==> src/rtl/id_stage_hz.sv <==
// MIPS decode stage: control decoder, register file with optional WB->ID bypass,
// sign extender, ID/EX register, and load-use bubble insertion with flush/hold.
module id_stage_hz #(
    parameter int unsigned DATA_W    = 32,
    parameter int unsigned RA_W      = 5,
    parameter int unsigned BYPASS_EN = 1
) (
    input  logic              clk,
    input  logic              rst,
    input  logic [31:0]       IF_ID_instrout,
    input  logic [DATA_W-1:0] IF_ID_npcout,
    input  logic [RA_W-1:0]   MEM_WB_rd,
    input  logic              MEM_WB_regwrite,
    input  logic [DATA_W-1:0] WB_mux5_writedata,
    input  logic              ex_flush,
    input  logic              ex_hold,
    output logic              stall_req,
    output logic [1:0]        wb_ctlout,
    output logic [2:0]        m_ctlout,
    output logic              regdst,
    output logic              alusrc,
    output logic [1:0]        aluop,
    output logic [DATA_W-1:0] npcout,
    output logic [DATA_W-1:0] rdata1out,
    output logic [DATA_W-1:0] rdata2out,
    output logic [DATA_W-1:0] s_extendout,
    output logic [RA_W-1:0]   instrout_2016,
    output logic [RA_W-1:0]   instrout_1511
);

    localparam int unsigned NumRegs = 2 ** RA_W;

    logic [5:0]        opcode;
    logic [RA_W-1:0]   rs_addr, rt_addr, rd_addr;
    logic signed [15:0] imm_s;
    logic [DATA_W-1:0] sext;

    assign opcode  = IF_ID_instrout[31:26];
    assign rs_addr = RA_W'(IF_ID_instrout[25:21]);
    assign rt_addr = RA_W'(IF_ID_instrout[20:16]);
    assign rd_addr = RA_W'(IF_ID_instrout[15:11]);
    assign imm_s   = IF_ID_instrout[15:0];
    assign sext    = DATA_W'(imm_s);

    logic [1:0] dec_wb;
    logic [2:0] dec_m;
    logic       dec_regdst, dec_alusrc;
    logic [1:0] dec_aluop;

    always_comb begin
        dec_wb     = 2'b00;
        dec_m      = 3'b000;
        dec_regdst = 1'b0;
        dec_alusrc = 1'b0;
        dec_aluop  = 2'b00;
        unique case (opcode)
            6'b000000: begin
                dec_wb     = 2'b10;
                dec_regdst = 1'b1;
                dec_aluop  = 2'b10;
            end
            6'b100011: begin
                dec_wb     = 2'b11;
                dec_m      = 3'b010;
                dec_alusrc = 1'b1;
            end
            6'b101011: begin
                dec_m      = 3'b001;
                dec_alusrc = 1'b1;
            end
            6'b000100: begin
                dec_m     = 3'b100;
                dec_aluop = 2'b01;
            end
            default: ;
        endcase
    end

    // Register file; r0 is never written, so it stays zero after reset.
    logic [DATA_W-1:0] rf_q [NumRegs];
    logic [DATA_W-1:0] rf_d [NumRegs];
    logic              wr_en;

    assign wr_en = MEM_WB_regwrite && (MEM_WB_rd != '0);

    always_comb begin
        rf_d = rf_q;
        if (wr_en) rf_d[MEM_WB_rd] = WB_mux5_writedata;
    end

    always_ff @(posedge clk) begin
        if (rst) rf_q <= '{default: '0};
        else     rf_q <= rf_d;
    end

    logic [DATA_W-1:0] rdata1, rdata2;

    always_comb begin
        rdata1 = rf_q[rs_addr];
        if ((BYPASS_EN != 0) && wr_en && (MEM_WB_rd == rs_addr)) rdata1 = WB_mux5_writedata;
        if (rs_addr == '0) rdata1 = '0;
        rdata2 = rf_q[rt_addr];
        if ((BYPASS_EN != 0) && wr_en && (MEM_WB_rd == rt_addr)) rdata2 = WB_mux5_writedata;
        if (rt_addr == '0) rdata2 = '0;
    end

    // ID/EX pipeline register
    logic [1:0]        wb_q, wb_d;
    logic [2:0]        m_q, m_d;
    logic              regdst_q, regdst_d, alusrc_q, alusrc_d;
    logic [1:0]        aluop_q, aluop_d;
    logic [DATA_W-1:0] npc_q, npc_d, rd1_q, rd1_d, rd2_q, rd2_d, sext_q, sext_d;
    logic [RA_W-1:0]   rt_q, rt_d, rd_q, rd_d;
    logic              hazard, bubble;

    assign hazard    = m_q[1] && (rt_q != '0) && ((rt_q == rs_addr) || (rt_q == rt_addr));
    assign stall_req = hazard || ex_hold;
    assign bubble    = ex_flush || hazard;

    always_comb begin
        wb_d     = wb_q;
        m_d      = m_q;
        regdst_d = regdst_q;
        alusrc_d = alusrc_q;
        aluop_d  = aluop_q;
        npc_d    = npc_q;
        rd1_d    = rd1_q;
        rd2_d    = rd2_q;
        sext_d   = sext_q;
        rt_d     = rt_q;
        rd_d     = rd_q;
        // Flush overrides hold; otherwise hold freezes the whole entry.
        if (ex_flush || !ex_hold) begin
            npc_d    = IF_ID_npcout;
            rd1_d    = rdata1;
            rd2_d    = rdata2;
            sext_d   = sext;
            rt_d     = rt_addr;
            rd_d     = rd_addr;
            wb_d     = bubble ? 2'b00 : dec_wb;
            m_d      = bubble ? 3'b000 : dec_m;
            regdst_d = bubble ? 1'b0 : dec_regdst;
            alusrc_d = bubble ? 1'b0 : dec_alusrc;
            aluop_d  = bubble ? 2'b00 : dec_aluop;
        end
    end

    always_ff @(posedge clk) begin
        if (rst) begin
            wb_q     <= '0;
            m_q      <= '0;
            regdst_q <= 1'b0;
            alusrc_q <= 1'b0;
            aluop_q  <= '0;
            npc_q    <= '0;
            rd1_q    <= '0;
            rd2_q    <= '0;
            sext_q   <= '0;
            rt_q     <= '0;
            rd_q     <= '0;
        end else begin
            wb_q     <= wb_d;
            m_q      <= m_d;
            regdst_q <= regdst_d;
            alusrc_q <= alusrc_d;
            aluop_q  <= aluop_d;
            npc_q    <= npc_d;
            rd1_q    <= rd1_d;
            rd2_q    <= rd2_d;
            sext_q   <= sext_d;
            rt_q     <= rt_d;
            rd_q     <= rd_d;
        end
    end

    assign wb_ctlout     = wb_q;
    assign m_ctlout      = m_q;
    assign regdst        = regdst_q;
    assign alusrc        = alusrc_q;
    assign aluop         = aluop_q;
    assign npcout        = npc_q;
    assign rdata1out     = rd1_q;
    assign rdata2out     = rd2_q;
    assign s_extendout   = sext_q;
    assign instrout_2016 = rt_q;
    assign instrout_1511 = rd_q;

endmodule
==> config.mk <==
export PLATFORM = sky130hd
export DESIGN_NAME = id_stage_hz
export DESIGN_NICKNAME = d
export VERILOG_FILES = /design/src/rtl/id_stage_hz.sv
export SDC_FILE = /design/constraint.sdc
export NUM_CORES = 2
export LEC_CHECK = 0
export ABC_AREA = 1
export CORE_MARGIN = 3
export CORE_UTILIZATION = 40
export CTS_CLUSTER_DIAMETER = 150
export DETAILED_ROUTE_END_ITERATION = 7
export SLEW_MARGIN = 20
export SYNTH_ARGS = -nofsm -noshare
export SYNTH_HDL_FRONTEND = slang
export SYNTH_SLANG_ARGS = --single-unit
==> constraint.sdc <==
create_clock -name clk -period 2.6 [get_ports clk]
set_clock_uncertainty 0.1 [all_clocks]
set_input_delay 0.26 -clock clk [delete_from_list [all_inputs] [get_ports clk]]
set_output_delay 0.26 -clock clk [all_outputs]
set_load 0.03 [all_outputs]
==> flow_summary.toml <==
[clock_tree]
clock-sinks = 1150
htree_levels = 4
cts_tree = "yes"
clk_path_buf_depth = 3
cts_root_buf = "clkbuf_16"
post-cts-setup-buffers = 0
worstSkewPairLatency_ns = 0.78
cts-buffers-inserted = 137
clk_pin_slew_worst_paths_ns = 0.05

[synth]
netlist_instances = 10400
synthesis.area_sq_um = 64600
synth.net_count = 10500
dominantRegCellSynth = "dfxtp_1"
post-synth-top-area-fraction = 0.356
synth-edff-count = 0
synth_async_sr_flop_share = 0
synthesis.area_per_instance_sq_um = 6.22
postSynthRegisterBits = 1150
synthesis.yosys.warnings = 0
synth_largest_area_cell = "dfxtp_1"
post_synth_num_cell_types = 30
synth_common_cells = "nand2_1 (3650), nor2_1 (1472), nand3_1 (1158)"
synth_top_cells_by_area = "dfxtp_1 (36%), nand2_1 (21%), nand3_1 (9.0%), nor2_1 (8.5%), a211oi_1 (5.4%)"
sequential_to_total_area_share_from_yosys_stat = 0.356
synthMostInstantiatedCell = "nand2_1"

[detailed_routing]
first_iter_violations = 8378
top_layer = "met4"
route.vias.total = 68500
routed_via_density = 5.48
routed-wl-met3_microns = 28100
met2_wirelength_microns = 114000
post_route_antenna_net_violation_count = 0
drcViolationCount = 0
routed_wl_microns = 262000
post_drt_wl_per_cell_microns = 21.0
route.layer.met1.wl_microns = 110000
first_pass_iters = 7

[worst_setup_path]
critPathSlowestCell = "dlygate4sd3_1"
startpoint_type = "input port"
path_common_cell = "nand2_1"
critical_path_class = "input port to output pin"
end_kind = "output pin"
critical-path-max-stage-delay_ns = 0.57
path_cells = "dlygate4sd3_1, buf_6, buf_12, xor2_1, nor2_1, nand3_1, nand2_1, nand2_1, nand2_1, buf_4"
timing.critical_path.fanout_max = 33
timing.critical_path.arrival_ns = 2.13
worst_ep_required_time_ns = 2.24
reg2regPathDepth = 10

[global_route]
grt_pass1_wl_microns = 392000
grt_antenna_before_repair = 5
first_global_vias = 63000
globalRoute.totalOverflow = 0
maximum_number_of_pins_on_one_net_before_global_route_repair = 86
groute.usage.overall = 0.302

[outcome]
outcome = "complete, no violations"

[timing]
final_max_slew_viol_count = 0
finalWorstPathRequiredPeriod_ns = 2.49
setup_viol_count_final = 0
tightestPinTransition_ns = 0.634
tns_ns = 0
fin_worst_hold_slack_ns = 0.129
max_freq_ghz = 0.401
final_cycle_utilization_of_the_critical_path = 0.959
slew_headroom = 0.578
rsz0062_at_grt = "no"
hold_viol = 0

[placed_design]
place.gp.congestion = 0.885
place_inst = 12200
port-buffer-count = 253
place.detailed.hpwl_microns = 157000

[power_and_ir_drop]
totalPowerFinal_mw = 43.8
pwrdens_nw_per_um2 = 586
p_leak_nw = 30.4
peakVddDrop_mv = 0.740

[cells_and_area]
post_layout_nonfiller_instances = 12500
multi_input_comb_area_sq_um = 34200
finalNetCount = 10400
layout-drive-gt1-share = 0.0790
register_area_sq_um = 23000
fill_cells = 16100
areaGrowthSynthToFinish_pct = 15.7

[job]
max_cap_viol_count = 0

[floorplan]
chipHeight_microns = 408
boundaryPins = 254
die_w_microns = 408
core_region_area_sq_um = 159000
row_count = 146
die-area_sq_um = 166000
initial_utilization = 0.405

[worst_hold_path]
min_path_type = "input port to flip-flop"
timing.hold.worst_path_depth = 4
## flip-flops by register name, summed over array words and instances, names as in the netlist
| signal | cells |
|---|---|
| rf_q | 1024 |
| s_extendout | 16 |
| rdata2out | 32 |
| regdst | 1 |
| m_ctlout | 3 |
| npcout | 32 |
| alusrc | 1 |
| aluop | 2 |
| instrout_2016 | 5 |
| wb_ctlout | 2 |
| rdata1out | 32 |
## metal layers
metal  up-vias  track usage
li1      32600            -
met1     31800        0.407
met2      3606        0.464
met3       604       0.0655
met4         0        0.126
met5         -            0
## cells in the final DEF (no fill, tap or decap), types with 3 or more instances in the layout
master / n
buf_12: 146
clkbuf_16: 141
nor2_1: 1468
nor3_2: 7
clkinv_8: 3
dfxtp_1: 1148
a211oi_1: 461
inv_2: 39
inv_6: 5
nand2_1: 3648
buf_4: 191
bufinv_16: 3
clkinv_2: 21
nand3_1: 1158
o21bai_1: 64
o21ai_0: 3
nand4_1: 11
buf_8: 3
nor2_4: 16
clkdlybuf4s50_1: 241
dlygate4sd3_1: 52
a211oi_2: 184
nor2_2: 6
xnor2_1: 10
a21oi_1: 476
clkbuf_8: 33
diode_2: 5
inv_1: 754
buf_6: 4
clkbuf_1: 33
## logic make-up after synthesis
logic type             Yosys count  synth area share
AND/OR/NAND/NOR               6322             0.392
buffers and inverters         1721             0.116
AO/OA/AOI/OAI                 1190             0.134
flip-flops                    1150             0.356
XOR/XNOR                        12           0.00163
## layout make-up
type / instances / area share
well taps: 2146 / 0.0359
flip-flops and latches: 1150 / 0.308
clock inverters: 27 / 0.00375
multi-input cells: 7524 / 0.457
diodes: 5 / 0.000167
repair buffers: 639 / 0.0989
clock buffers: 207 / 0.0549
inverters: 806 / 0.0411
## worst max-delay path: cells and delay by family
family | cells | cell delay, ns
buf+inv | 4 | 1.22
simple gates | 5 | 0.45
xor+xnor | 1 | 0.19
## metrics by stage
step           setup slack [ns]  utilization  instance area (sq um)
5_1_grt                  0.0524        0.469                  74700
3_5_place_dp              0.139        0.438                  69800
6_report                  0.107        0.469                  74700
4_1_cts                  0.0370        0.469                  74700
2_1_floorplan             0.871            -                  64600
3_3_place_gp              0.176        0.438                  69800
## repair_timing
action | in CTS | in global routing
hold endpoints to repair | 87 | 0
pin swaps | 0 | 0
resized for setup | 1 | 2
hold buffers | 52 | 0
setup endpoints to repair | 18 | 1
## worst paths after layout
| kind | endpoint | from | slack, ns |
|---|---|---|---|
| worst min-delay path | wb_ctlout[1] | ex_hold | 0.13 |
| worst max register to register | rdata2out[20] | rf_q[308] | 0.83 |
| worst max-delay path | stall_req | IF_ID_instrout[17] | 0.11 |
| worst min register to register | rf_q[1022] | rf_q[1022] | 0.34 |
## where the power goes
part,switching (mW),total [mW],internal [mW]
sequential,0.162,18.1,17.9
clock,8.00,19.2,11.2
combinational,4.46,6.51,2.04
total,12.6,43.8,31.1
No activity file was read; power rests on OpenSTA's default activity.
